$ cat src/rtl/wb_trace_pkg.sv
// Shared types and entry-width helper for the pipeline-retire trace buffer.
package wb_trace_pkg;

    typedef enum logic {
        TRC_WB    = 1'b0,
        TRC_REDIR = 1'b1
    } trace_kind_e;

    localparam int XLEN_DEF   = 32;
    localparam int REG_AW_DEF = 5;
    localparam int TS_W_DEF   = 32;

    // One stored entry is {kind, rd, data, timestamp}; ts_w may be 0 when no stamp is kept.
    function automatic int entry_w(input int xlen, input int reg_aw, input int ts_w);
        return 1 + reg_aw + xlen + ts_w;
    endfunction

    localparam int ENTRY_W = entry_w(XLEN_DEF, REG_AW_DEF, TS_W_DEF);

    typedef struct packed {
        trace_kind_e            kind;
        logic [REG_AW_DEF-1:0]  rd;
        logic [XLEN_DEF-1:0]    data;
        logic [TS_W_DEF-1:0]    ts;
    } trace_entry_t;

endpackage

$ cat src/rtl/trace_fifo_2w.sv
// Show-ahead FIFO with two write ports and one read port. The caller guarantees
// there is room for every push and never pops while empty.
module trace_fifo_2w
    import wb_trace_pkg::*;
#(
    parameter int W     = ENTRY_W,
    parameter int DEPTH = 16
) (
    input  logic                       clk,
    input  logic                       rst_n,
    input  logic                       clr,
    input  logic                       push_a,
    input  logic [W-1:0]               data_a,
    input  logic                       push_b,
    input  logic [W-1:0]               data_b,
    input  logic                       pop,
    output logic [W-1:0]               head,
    output logic [$clog2(DEPTH+1)-1:0] level
);

    localparam int AW = $clog2(DEPTH);
    localparam int LW = $clog2(DEPTH+1);

    logic [W-1:0]  mem [DEPTH];
    logic [AW-1:0] wr_ptr;
    logic [AW-1:0] rd_ptr;
    logic [AW-1:0] wr_ptr_b;
    logic [LW-1:0] level_q;

    // Port b lands right behind port a when both write in the same cycle.
    assign wr_ptr_b = push_a ? wr_ptr + AW'(1) : wr_ptr;

    always_ff @(posedge clk) begin
        if (push_a) mem[wr_ptr]   <= data_a;
        if (push_b) mem[wr_ptr_b] <= data_b;
    end

    always_ff @(posedge clk or negedge rst_n) begin
        if (!rst_n) begin
            wr_ptr  <= '0;
            rd_ptr  <= '0;
            level_q <= '0;
        end else if (clr) begin
            wr_ptr  <= '0;
            rd_ptr  <= '0;
            level_q <= '0;
        end else begin
            wr_ptr  <= wr_ptr + AW'(push_a) + AW'(push_b);
            rd_ptr  <= rd_ptr + AW'(pop);
            level_q <= level_q + LW'(push_a) + LW'(push_b) - LW'(pop);
        end
    end

    assign head  = mem[rd_ptr];
    assign level = level_q;

endmodule

$ cat src/rtl/wb_trace_buffer.sv
// Writeback/redirect trace capture with drop accounting; never stalls the core.
// Optional per-entry cycle timestamp: define WB_TRACE_TIMESTAMP_EN.
module wb_trace_buffer
    import wb_trace_pkg::*;
#(
    parameter int XLEN   = 32,
    parameter int REG_AW = 5,
    parameter int DEPTH  = 16,
    parameter int TS_W   = 32,
    parameter int DROP_W = 16
) (
    input  logic                       clk,
    input  logic                       rst_n,
    input  logic                       clr_i,
    input  logic                       wb_valid_i,
    input  logic [REG_AW-1:0]          wb_rd_i,
    input  logic [XLEN-1:0]            wb_data_i,
    input  logic                       redir_valid_i,
    input  logic [XLEN-1:0]            redir_pc_i,
    output logic                       out_valid_o,
    input  logic                       out_ready_i,
    output logic                       out_kind_o,
    output logic [REG_AW-1:0]          out_rd_o,
    output logic [XLEN-1:0]            out_data_o,
    output logic [TS_W-1:0]            out_ts_o,
    output logic [$clog2(DEPTH+1)-1:0] level_o,
    output logic [DROP_W-1:0]          drop_cnt_o,
    output logic                       overflow_o
);

    localparam int LW  = $clog2(DEPTH+1);
    localparam int FW  = LW + 1;
    localparam int DW1 = DROP_W + 1;
`ifdef WB_TRACE_TIMESTAMP_EN
    localparam int TS_ST = TS_W;
`else
    localparam int TS_ST = 0;
`endif
    localparam int EW = entry_w(XLEN, REG_AW, TS_ST);

    logic [EW-1:0]     ent_wb;
    logic [EW-1:0]     ent_redir;
    logic [EW-1:0]     head;
    logic              wb_ev;
    logic              pop;
    logic [FW-1:0]     free;
    logic              wb_store;
    logic              redir_store;
    logic [1:0]        ndrop;
    logic [DW1-1:0]    drop_sum;
    logic [DROP_W-1:0] drop_q;
    logic              ovf_q;

`ifdef WB_TRACE_TIMESTAMP_EN
    logic [TS_W-1:0] ts_q;

    // Free-running; clr_i deliberately leaves it alone so stamps stay monotonic.
    always_ff @(posedge clk or negedge rst_n) begin
        if (!rst_n) ts_q <= '0;
        else        ts_q <= ts_q + TS_W'(1);
    end

    assign ent_wb    = {TRC_WB, wb_rd_i, wb_data_i, ts_q};
    assign ent_redir = {TRC_REDIR, {REG_AW{1'b0}}, redir_pc_i, ts_q};
    assign out_ts_o  = head[TS_W-1:0];
`else
    assign ent_wb    = {TRC_WB, wb_rd_i, wb_data_i};
    assign ent_redir = {TRC_REDIR, {REG_AW{1'b0}}, redir_pc_i};
    assign out_ts_o  = '0;
`endif

    assign out_valid_o = (level_o != '0);
    assign pop         = out_valid_o & out_ready_i;
    assign wb_ev       = wb_valid_i & (wb_rd_i != '0);

    // Space counts the slot vacated by a same-cycle pop; WB wins the last slot.
    always_comb begin
        free        = FW'(DEPTH) - {1'b0, level_o} + FW'(pop);
        wb_store    = wb_ev & (free >= FW'(1));
        redir_store = redir_valid_i & (free >= (wb_store ? FW'(2) : FW'(1)));
        ndrop       = {1'b0, wb_ev & ~wb_store} + {1'b0, redir_valid_i & ~redir_store};
        drop_sum    = {1'b0, drop_q} + DW1'(ndrop);
    end

    always_ff @(posedge clk or negedge rst_n) begin
        if (!rst_n) begin
            drop_q <= '0;
            ovf_q  <= 1'b0;
        end else if (clr_i) begin
            drop_q <= '0;
            ovf_q  <= 1'b0;
        end else if (ndrop != 2'd0) begin
            drop_q <= drop_sum[DROP_W] ? {DROP_W{1'b1}} : drop_sum[DROP_W-1:0];
            ovf_q  <= 1'b1;
        end
    end

    trace_fifo_2w #(
        .W     (EW),
        .DEPTH (DEPTH)
    ) u_fifo (
        .clk    (clk),
        .rst_n  (rst_n),
        .clr    (clr_i),
        .push_a (wb_store & ~clr_i),
        .data_a (ent_wb),
        .push_b (redir_store & ~clr_i),
        .data_b (ent_redir),
        .pop    (pop & ~clr_i),
        .head   (head),
        .level  (level_o)
    );

    assign out_kind_o = head[EW-1];
    assign out_rd_o   = head[TS_ST+XLEN +: REG_AW];
    assign out_data_o = head[TS_ST +: XLEN];
    assign drop_cnt_o = drop_q;
    assign overflow_o = ovf_q;

endmodule

$ cat config.mk
export PLATFORM = sky130hd
export DESIGN_NAME = wb_trace_buffer
export DESIGN_NICKNAME = d
export VERILOG_FILES = /design/src/rtl/wb_trace_pkg.sv /design/src/rtl/trace_fifo_2w.sv /design/src/rtl/wb_trace_buffer.sv
export SDC_FILE = /design/constraint.sdc
export NUM_CORES = 1
export LEC_CHECK = 0
export ABC_AREA = 1
export CELL_PAD_IN_SITES_DETAIL_PLACEMENT = 2
export CELL_PAD_IN_SITES_GLOBAL_PLACEMENT = 2
export CORE_ASPECT_RATIO = 0.75
export CORE_MARGIN = 10
export CORE_UTILIZATION = 41
export DETAILED_ROUTE_END_ITERATION = 10
export PLACE_DENSITY_LB_ADDON = 0.1
export SYNTH_ARGS = -nofsm -noshare
export SYNTH_HDL_FRONTEND = slang
export SYNTH_SLANG_ARGS = --single-unit
$ cat constraint.sdc
create_clock -name clk -period 7.9 [get_ports clk]
set_input_delay 1.58 -clock clk [delete_from_list [all_inputs] [get_ports clk]]
set_output_delay 1.58 -clock clk [all_outputs]
set_load 0.05 [all_outputs]
==> results.py, run 1 <==
metrics = {
    "min_path": {
        "min_path_type": "register to register",
        "hold_path_depth": 2,
        "holdPathEnd": "u_fifo.mem[10][37]",
        "min_from": "u_fifo.mem[10][37]",
    },
    "worst_setup_path": {
        "reg2regPathDepth": 30,
        "path_class": "primary input to register",
        "arrival_ps": 6440,
        "crit_fanout": 11,
        "rr_startpoint": "u_fifo.level[2]",
        "r2r_end": "drop_cnt_o[3]",
        "end_kind": "register",
        "r2r_setup_slack_ps": 2470,
        "startpoint_type": "primary input",
        "cp.required_ps": 8440,
    },
    "flow_run": {
        "maxCapViolCount": 0,
    },
    "logic_synthesis": {
        "synth_warnings": 0,
        "ys_async_sr_fraction": 0.0470,
        "yosys.area_share.adder": 0.0103,
        "synth_cell_types": 41,
        "synth_xor_xnor_area_share": 0.00279,
        "synth_simple_gate_area_frac": 0.167,
        "synth_top_area_frac": 0.446,
        "synth_edf_count": 512,
        "syn_inst": 4027,
        "yosysTopAreaCell": "edfxtp_1",
        "synth.ff_latch_count": 638,
        "synth_ff_type": "edfxtp_1",
        "synth-compound-area-share": 0.170,
        "synth_area_leaders": "edfxtp_1 45%, o21ai_0 8.3%, nand2_1 7.6%",
        "seq_area_frac_synth": 0.523,
        "synth_top_family_by_area": "compound AO/OA/AOI/OAI gates",
        "muxShareOfSynthArea": 0.0438,
        "synth_area_mm2": 0.0345,
        "avgSynthCellArea_um2": 8.57,
    },
    "floorplan": {
        "die-area_mm2": 0.0963,
        "die_h_um": 271,
        "initial_core_util": 0.412,
        "io_pins": 168,
        "die_x_um": 355,
        "core_area_mm2": 0.0837,
        "num_rows": 92,
    },
    "route": {
        "drc_errors": 0,
        "dr.pass1.iters": 5,
        "drtAntennaViolNets": 0,
        "wire_per_inst_um": 29.3,
        "wl_um": 150000,
        "viasPerCell": 6.12,
        "vias": 31418,
        "drtIter0Drc": 3015,
    },
    "grt": {
        "grt_pass1_wl_um": 223000,
        "grt_overflow_total": 0,
        "grt_max_degree": 147,
        "antenna_found_initial": 3,
        "grt_pass1_vias": 34064,
        "grtUsageTotal": 0.303,
    },
    "clock_network": {
        "cts_setup_buffers": 0,
        "clock-root-buffer": "clkbuf_16",
        "cts_tree": "yes",
        "cts_max_path_buffers": 3,
        "cts_buffers": 72,
        "htreeDepth": 3,
        "ctsResizeCount": 0,
        "clkTransAtPathRegs_ps": 60,
        "cts_sinks": 638,
        "clock_latency_ps": 650,
        "cts_hold_buf": 0,
    },
    "layout": {
        "multi_input_area_mm2": 0.0138,
        "final-instance-count-excl-fill": 5137,
        "seq_area_mm2": 0.0181,
        "layout-drive-gt1-share": 0.0619,
        "area_delta_synth_final_pct": 12.2,
        "nets": 4054,
        "fill_cells": 9042,
    },
    "sta": {
        "setup_viol": 0,
        "rsz0062_at_grt": "false",
        "tightest_slew_ps": 1370,
        "fmax_mhz": 170,
        "fin_tns_setup_ps": 0,
        "hold_viol_final": 0,
        "report.final.slew_viol_count": 0,
        "skew_ps": 18.0,
        "fin_crit_ps": 5900,
        "slew_headroom": 0.0831,
        "period_share": 0.747,
    },
    "power": {
        "combinationalPowerShare": 0.273,
        "p_clk_frac": 0.334,
        "swShare": 0.355,
        "power.internal_mw": 6.61,
        "p_leak_nw": 14.3,
        "power_frac_seq": 0.393,
        "power_density_mw_per_mm2": 265,
        "p_sw_mw": 3.64,
        "peakVddDrop_mv": 0.172,
    },
    "outcome": {
        "status": "finished, final reports clean",
    },
    "place": {
        "port_buffers": 135,
        "gp_congestion": 0.827,
        "dp_hpwl_um": 86900,
        "dp.cells": 5007,
    },
}
## layout make-up
type,instances,area share
diodes,1,0.0000646
well taps,1128,0.0364
multi-input cells,2732,0.357
inverters,304,0.0296
clock buffers,99,0.0532
repair buffers,205,0.0517
flip-flops and latches,638,0.466
clock inverters,30,0.00569
## per-stage QoR
step | hold WS (ps) | utilization | setup slack, ps | instance area [µm²] | total power, mW
after floorplan | 422 | - | 2440 | 34600 | 5.83
after global placement | 432 | 0.435 | 1630 | 36400 | 6.73
after detailed placement | 446 | 0.435 | 1370 | 36400 | 6.85
after CTS | 456 | 0.463 | 2010 | 38700 | 10.3
after global routing | 484 | 0.463 | 1520 | 38700 | 10.6
final | 457 | 0.463 | 2000 | 38700 | 10.3
## cells in the final DEF (no fill, tap or decap), types with 7 or more instances in the layout
| cell type | instances |
|---|---|
| a21oi_1 | 225 |
| and2_1 | 20 |
| buf_12 | 10 |
| buf_4 | 60 |
| clkbuf_1 | 16 |
| clkbuf_16 | 77 |
| clkdlybuf4s50_1 | 135 |
| clkinv_1 | 13 |
| clkinv_2 | 13 |
| conb_1 | 32 |
| dfrtp_1 | 26 |
| dfxtp_1 | 96 |
| edfxtp_1 | 512 |
| ha_1 | 22 |
| inv_1 | 294 |
| inv_2 | 7 |
| mux2i_1 | 151 |
| nand2_1 | 661 |
| nand2_2 | 45 |
| nand3_1 | 161 |
| nand4_1 | 13 |
| nor2_1 | 494 |
| o211ai_1 | 148 |
| o21ai_0 | 572 |
| o21ai_1 | 139 |
| xor2_1 | 9 |
## synthesized netlist by cell type, types with 30 or more instances
master and n:
nand2_1 697, o21ai_0 572, edfxtp_1 512, nor2_1 496
inv_1 296, clkbuf_1 262, a21oi_1 225, nand3_1 161
mux2i_1 151, o211ai_1 148, o21ai_1 139, dfxtp_1 96
buf_2 52, buf_4 35, dfrtp_1 30
## critical path, cell delays in order
cell and delay [ps]:
clkdlybuf4s50_1 470, nand2_1 80, ha_1 230, inv_2 80
ha_1 190, nand2_1 90, nor2_1 100, nand2_1 90
nand2_1 150, nand3_4 170, nand2_1 130, ha_1 240
inv_1 60, nand2_1 40, a21oi_1 160, nand4_1 170
inv_1 90, ha_1 130, ha_1 170, inv_1 70
fa_1 400, or2_2 340, nor3_1 390, nand2_1 170
nor2_1 190, buf_4 210, o21ai_0 90, o21ai_0 140
## worst max path at each step
stage / start / endpoint / slack, ps
CTS: out_ready_i / drop_cnt_o[3] / 2010
floorplan: u_fifo.level[2] / drop_cnt_o[10] / 2440
global route: out_ready_i / drop_cnt_o[3] / 1520
global placement: out_ready_i / drop_cnt_o[14] / 1630
detailed placement: out_ready_i / drop_cnt_o[3] / 1370
finish: out_ready_i / drop_cnt_o[3] / 2000
## cell families (layout without fill, tap and decap cells)
kind of cell	count (synthesis)	count (layout)
xor gates and xnor gates	11	11
muxes	151	151
adders and majority gates	26	26
other	1	33
DFF	638	638
AOI/OAI and AO/OA	1092	1092
buffers and inverters	688	638
and+or+nand+nor	1420	1420
## routing by layer
metal  wire length [µm]  GRT usage
met1              64300      0.397
met5                  7          0
met2              71300      0.503
met4               5570      0.115
met3               9330     0.0433
## registers in the layout, summed over array words and instances, names as in the netlist
signal / flops
u_fifo.wr_ptr: 4
overflow_o: 1
u_fifo.rd_ptr: 4
drop_cnt_o: 16
u_fifo.level: 5
u_fifo.mem: 608
## power by group through the flow
| stage | clock network [mW] | logic, mW | registers, mW |
|---|---|---|---|
| after floorplan | 0 | 1.76 | 4.07 |
| after detailed placement | 0 | 2.75 | 4.10 |
| after CTS | 3.43 | 2.79 | 4.03 |
| final | 3.42 | 2.80 | 4.03 |
| after global placement | 0 | 2.64 | 4.08 |
| after global routing | 3.56 | 2.99 | 4.06 |
Note: power is estimated with default switching activity, not from simulation.
==> run 2, diff against run 1 <==
- CORE_UTILIZATION: 41 -> 34
- clock period: 7.9 -> 5.2 ns (I/O delays scaled with it)
==> run 2 against run 1 <==
Clock power up 54%. Critical path type is now register to register. Setup slack worse by 1600 ps. Global-route usage fell by 3.8 points. Largest cell class unchanged.
==> results.py, run 2 (synthesis results as in run 1) <==
metrics = {
    "worst_setup_path": {
        "arrival_ps": 5280,
        "end_kind": "register",
        "crit_cells": 28,
        "reg2regPathDepth": 28,
        "r2r_setup_slack_ps": 410,
        "path_class": "register to register",
        "rr_startpoint": "u_fifo.level[2]",
        "r2r_end": "drop_cnt_o[8]",
        "critPathTopFamily": "adder cells",
        "crit_buf_inv": 6,
        "startpoint": "u_fifo.level[2]",
        "cp_slowest_cell": "dfrtp_2",
        "cp.required_ps": 5690,
        "crit_end": "drop_cnt_o[8]",
        "slowest_delay_ps": 440,
        "crit_top_cell": "ha_1",
        "startpoint_type": "register",
        "crit_fanout": 4,
    },
    "sta": {
        "slew_headroom": 0.387,
        "fin_crit_ps": 4790,
        "skew_ps": 23.0,
        "fmax_mhz": 209,
        "period_share": 0.920,
        "tightest_slew_ps": 920,
        "report.final.slew_viol_count": 0,
        "fin_tns_setup_ps": 0,
        "hold_viol_final": 0,
        "setup_viol": 0,
    },
    "route": {
        "wl_um": 156000,
        "drtIter0Drc": 2604,
        "drtAntennaViolNets": 0,
        "vias": 31021,
        "viasPerCell": 5.69,
        "drc_errors": 0,
        "dr.pass1.iters": 5,
        "wire_per_inst_um": 28.6,
    },
    "floorplan": {
        "io_pins": 168,
        "initial_core_util": 0.342,
        "core_area_mm2": 0.101,
        "die_x_um": 388,
        "die_h_um": 296,
        "die-area_mm2": 0.115,
        "num_rows": 101,
    },
    "layout": {
        "nets": 4160,
        "layout_commonest_cell": "nand2_1",
        "max_flop_register": "u_fifo.mem",
        "largest_register_ffs": 608,
        "seq_area_mm2": 0.0181,
        "layout_common_cells": "661 x nand2_1, 572 x o21ai_0, 512 x edfxtp_1",
        "area_delta_synth_final_pct": 17.5,
        "layout-drive-gt1-share": 0.0877,
        "final-instance-count-excl-fill": 5455,
        "final_util": 0.402,
        "multi_input_area_mm2": 0.0139,
        "stdcell_area_mm2": 0.0406,
        "fill_cells": 11067,
    },
    "flow_run": {
        "maxCapViolCount": 0,
    },
    "place": {
        "port_buffers": 135,
        "dp.cells": 5321,
        "gp_congestion": 0.792,
        "dpl-instance-area_mm2": 0.0382,
        "dp_hpwl_um": 97300,
    },
    "power": {
        "power.total_mw": 15.9,
        "peakVddDrop_mv": 0.214,
        "power_density_mw_per_mm2": 393,
        "p_leak_nw": 15.2,
    },
    "grt": {
        "grt_pass1_vias": 32380,
        "grtUsageTotal": 0.265,
        "grt_max_degree": 112,
        "grt_pass1_wl_um": 226000,
        "grt_overflow_total": 0,
        "antenna_found_initial": 3,
    },
    "min_path": {
        "min_path_type": "register to register",
    },
    "clock_network": {
        "cts_max_path_buffers": 3,
        "clock_latency_ps": 650,
        "htreeDepth": 3,
        "cts_buffers": 74,
        "clkTransAtPathRegs_ps": 60,
        "clock-root-buffer": "clkbuf_16",
        "cts_tree": "yes",
        "cts_sinks": 638,
    },
    "outcome": {
        "status": "finished, final reports clean",
    },
}
## run 2: changes by cell type in the layout (fill, tap and decap cells not counted), sizes merged
cell | before | now
bufinv | 3 | 2
clkinv | 26 | 28
buf | 70 | 174
clkbuf | 99 | 101
## run 2: layout make-up
type                    count  share of cell area
inverters                 304              0.0283
diodes                      1           0.0000617
repair buffers            309              0.0854
clock inverters            31             0.00478
clock buffers             101              0.0525
well taps                1339              0.0413
flip-flops and latches    638               0.445
multi-input cells        2732               0.342
## run 2: per-stage QoR
stage | setup WS, ps | hold slack (ps)
after floorplan | 17.4 | 422
after global placement | -182 | 434
after detailed placement | -362 | 443
final | 414 | 456
after CTS | 132 | 456
after global routing | -27.6 | 471
## run 2: power by group
part | internal [mW] | leakage, nW | total, mW | switching (mW)
registers | 5.92 | 6.34 | 6.11 | 0.193
logic | 1.43 | 7.70 | 4.56 | 3.13
clock network | 2.96 | 1.15 | 5.27 | 2.31
## run 2: worst reg2reg max path, delay by kind of cell (launching register included)
kind                     cells  cell delay [ps]
AND/OR/NAND/NOR             10             1290
buffers and inverters        6              530
adder cells (fa/ha/maj)      7             1590
AO/OA/AOI/OAI                3              370
flip-flops                   1              440
XOR/XNOR                     2              420
## run 2: routing by layer
metal,vias to the layer above,wire length [µm],global-route usage
met5,-,46,0
met4,6,4500,0.0784
met2,916,70400,0.422
li1,13692,-,-
met3,236,9690,0.0479
met1,16171,71400,0.365
## run 2: how the worst min path moves through the flow
stage | cells after the start | slack [ps] | to | start
global route | 2 | 470 | u_fifo.mem[9][37] | u_fifo.mem[9][37]
CTS | 2 | 460 | u_fifo.mem[10][37] | u_fifo.mem[10][37]
floorplan | 2 | 420 | u_fifo.mem[0][37] | u_fifo.mem[0][37]
global placement | 2 | 430 | u_fifo.mem[0][37] | u_fifo.mem[0][37]
finish | 2 | 460 | u_fifo.mem[9][37] | u_fifo.mem[9][37]
detailed placement | 2 | 440 | u_fifo.mem[10][37] | u_fifo.mem[10][37]
## run 2: what timing repair did
item                       CTS  global route
buffers inserted             0             1
setup endpoints to repair    0            16
hold buffers                 0             0
gates resized for setup      0             6
==> run 3, diff against run 2 <==
- CORE_UTILIZATION: 34 -> 38
- clock period: 5.2 -> 5.1 ns (I/O delays scaled with it)
==> run 3 against run 2 <==
Final area down 0.64%. Worst hold slack about the same. Power up 0.99%. Clock-buffer cell count up 2. First-iteration DRC count up 12%. Largest cell class unchanged. Setup slack worse by 140 ps. Flip-flop and latch count unchanged. Die area down 9.9%. Global-route usage up 2.6 points. Core utilization up 4.7 points. Clock skew up 6.3 ps.
==> results.py, run 3 (synthesis results as in run 1) <==
metrics = {
    "floorplan": {
        "die_h_um": 281,
        "core_area_mm2": 0.0899,
        "initial_core_util": 0.384,
        "die-area_mm2": 0.103,
        "num_rows": 95,
        "io_pins": 168,
        "die_x_um": 368,
    },
    "sta": {
        "fin_crit_ps": 4820,
        "fmax_mhz": 207,
        "slew_headroom": 0.399,
        "tightest_slew_ps": 901,
        "hold_viol_final": 0,
        "report.final.slew_viol_count": 0,
        "setup_viol": 0,
        "skew_ps": 29.2,
        "period_share": 0.946,
    },
    "worst_setup_path": {
        "reg2regPathDepth": 29,
        "arrival_ps": 3800,
        "startpoint_type": "register",
        "cp.required_ps": 4080,
        "r2r_setup_slack_ps": 360,
        "r2r_end": "drop_cnt_o[8]",
        "rr_startpoint": "u_fifo.level[3]",
        "path_class": "register to output port",
        "end_kind": "output port",
        "crit_fanout": 44,
    },
    "min_path": {
        "hold_path_depth": 2,
        "holdPathEnd": "u_fifo.mem[15][37]",
        "min_path_type": "register to register",
        "min_from": "u_fifo.mem[15][37]",
    },
    "grt": {
        "grt_max_degree": 112,
        "antenna_found_initial": 5,
        "grt_pass1_wl_um": 225000,
        "grtUsageTotal": 0.291,
        "grt_overflow_total": 0,
        "grt_pass1_vias": 33177,
    },
    "route": {
        "drc_errors": 0,
        "drtIter0Drc": 2918,
        "wl_um": 155000,
        "wire_per_inst_um": 29.0,
        "drtAntennaViolNets": 0,
        "dr.pass1.iters": 5,
        "viasPerCell": 5.93,
        "vias": 31608,
    },
    "layout": {
        "largest_register_ffs": 608,
        "final-instance-count-excl-fill": 5330,
        "layout-drive-gt1-share": 0.0889,
        "max_flop_register": "u_fifo.mem",
        "layout_commonest_cell": "nand2_1",
        "layout_common_cells": "660 x nand2_1, 572 x o21ai_0, 512 x edfxtp_1",
        "nets": 4162,
        "area_delta_synth_final_pct": 16.8,
        "fill_cells": 9809,
    },
    "place": {
        "dp_hpwl_um": 96500,
        "port_buffers": 135,
        "gp_congestion": 0.807,
        "dp.cells": 5195,
    },
    "clock_network": {
        "cts_hold_buf": 0,
        "cts_buffers": 72,
        "cts_tree": "yes",
        "clock_latency_ps": 650,
        "htreeDepth": 3,
        "clkTransAtPathRegs_ps": 60,
        "clock-root-buffer": "clkbuf_16",
        "cts_max_path_buffers": 3,
        "cts_sinks": 638,
    },
    "power": {
        "power.total_mw": 16.1,
        "peakVddDrop_mv": 0.348,
        "p_leak_nw": 15.1,
        "power_density_mw_per_mm2": 399,
    },
    "outcome": {
        "status": "finished, final reports clean",
    },
    "flow_run": {
        "maxCapViolCount": 0,
    },
}
run 3: cell count changes in the layout (fill, tap and decap cells not counted), sizes merged:
cell,delta
clkinvlp,-1
clkbuf,+2
clkinv,-3
bufinv,-1
diode,+1
buf,+4
run 3: cell type report:
cell class	instances	area (µm²)	share of cell area
diodes	2	5.00	0.000124
clock buffers	103	2080	0.0516
clock inverters	26	150	0.00373
inverters	304	1150	0.0284
multi-input cells	2732	13900	0.345
flip-flops and latches	638	18100	0.448
well taps	1212	1520	0.0376
repair buffers	313	3440	0.0853
run 3: critical path, stage by stage (launching register included):
cell             delay, ps
dfrtp_4                950
buf_4                  390
buf_4                  380
mux2i_1                140
o21ai_0                210
o211ai_1               130
nand2_1                100
clkdlybuf4s50_1        810
run 3: how the worst max path moves through the flow:
| stage | to | from | slack [ps] |
|---|---|---|---|
| 2_1_floorplan | drop_cnt_o[10] | u_fifo.level[2] | 20 |
| 3_3_place_gp | drop_cnt_o[13] | out_ready_i | -130 |
| 3_5_place_dp | drop_cnt_o[13] | out_ready_i | -370 |
| 4_1_cts | drop_cnt_o[13] | u_fifo.level[2] | 80 |
| 5_1_grt | drop_cnt_o[8] | u_fifo.level[3] | -30 |
| 6_report | out_data_o[14] | u_fifo.rd_ptr[0] | 280 |
run 3: metal layers:
metal  global-route usage  vias to the layer above  part of all wire
met5                    0                        -           0.00017
li1                     -                    13698                 -
met4               0.0985                        4             0.033
met1                0.394                    16427              0.44
met3               0.0559                      291             0.073
met2                0.463                     1188              0.46
run 3: power by group:
part	switching, mW	internal (mW)
Clock	2.29	2.89
Sequential	0.204	6.03
Combinational	3.21	1.47
run 3: repair_timing:
action	4_1_cts	5_1_grt
endpoints found under the setup margin	0	16
gates resized for setup	0	5
setup buffers	0	4
run 3: per-stage QoR:
step                setup WS (ps)  TNS, ps  cell area (µm²)  utilization  hold WS [ps]
finish                        275        0            40300        0.448           456
global route                -27.0    -58.4            40300        0.448           484
CTS                          84.5        0            40200        0.448           454
detailed placement           -365    -5140            38000        0.423           442
global placement             -125    -1410            38000        0.423           434
floorplan                    17.9        0            34700            -           422
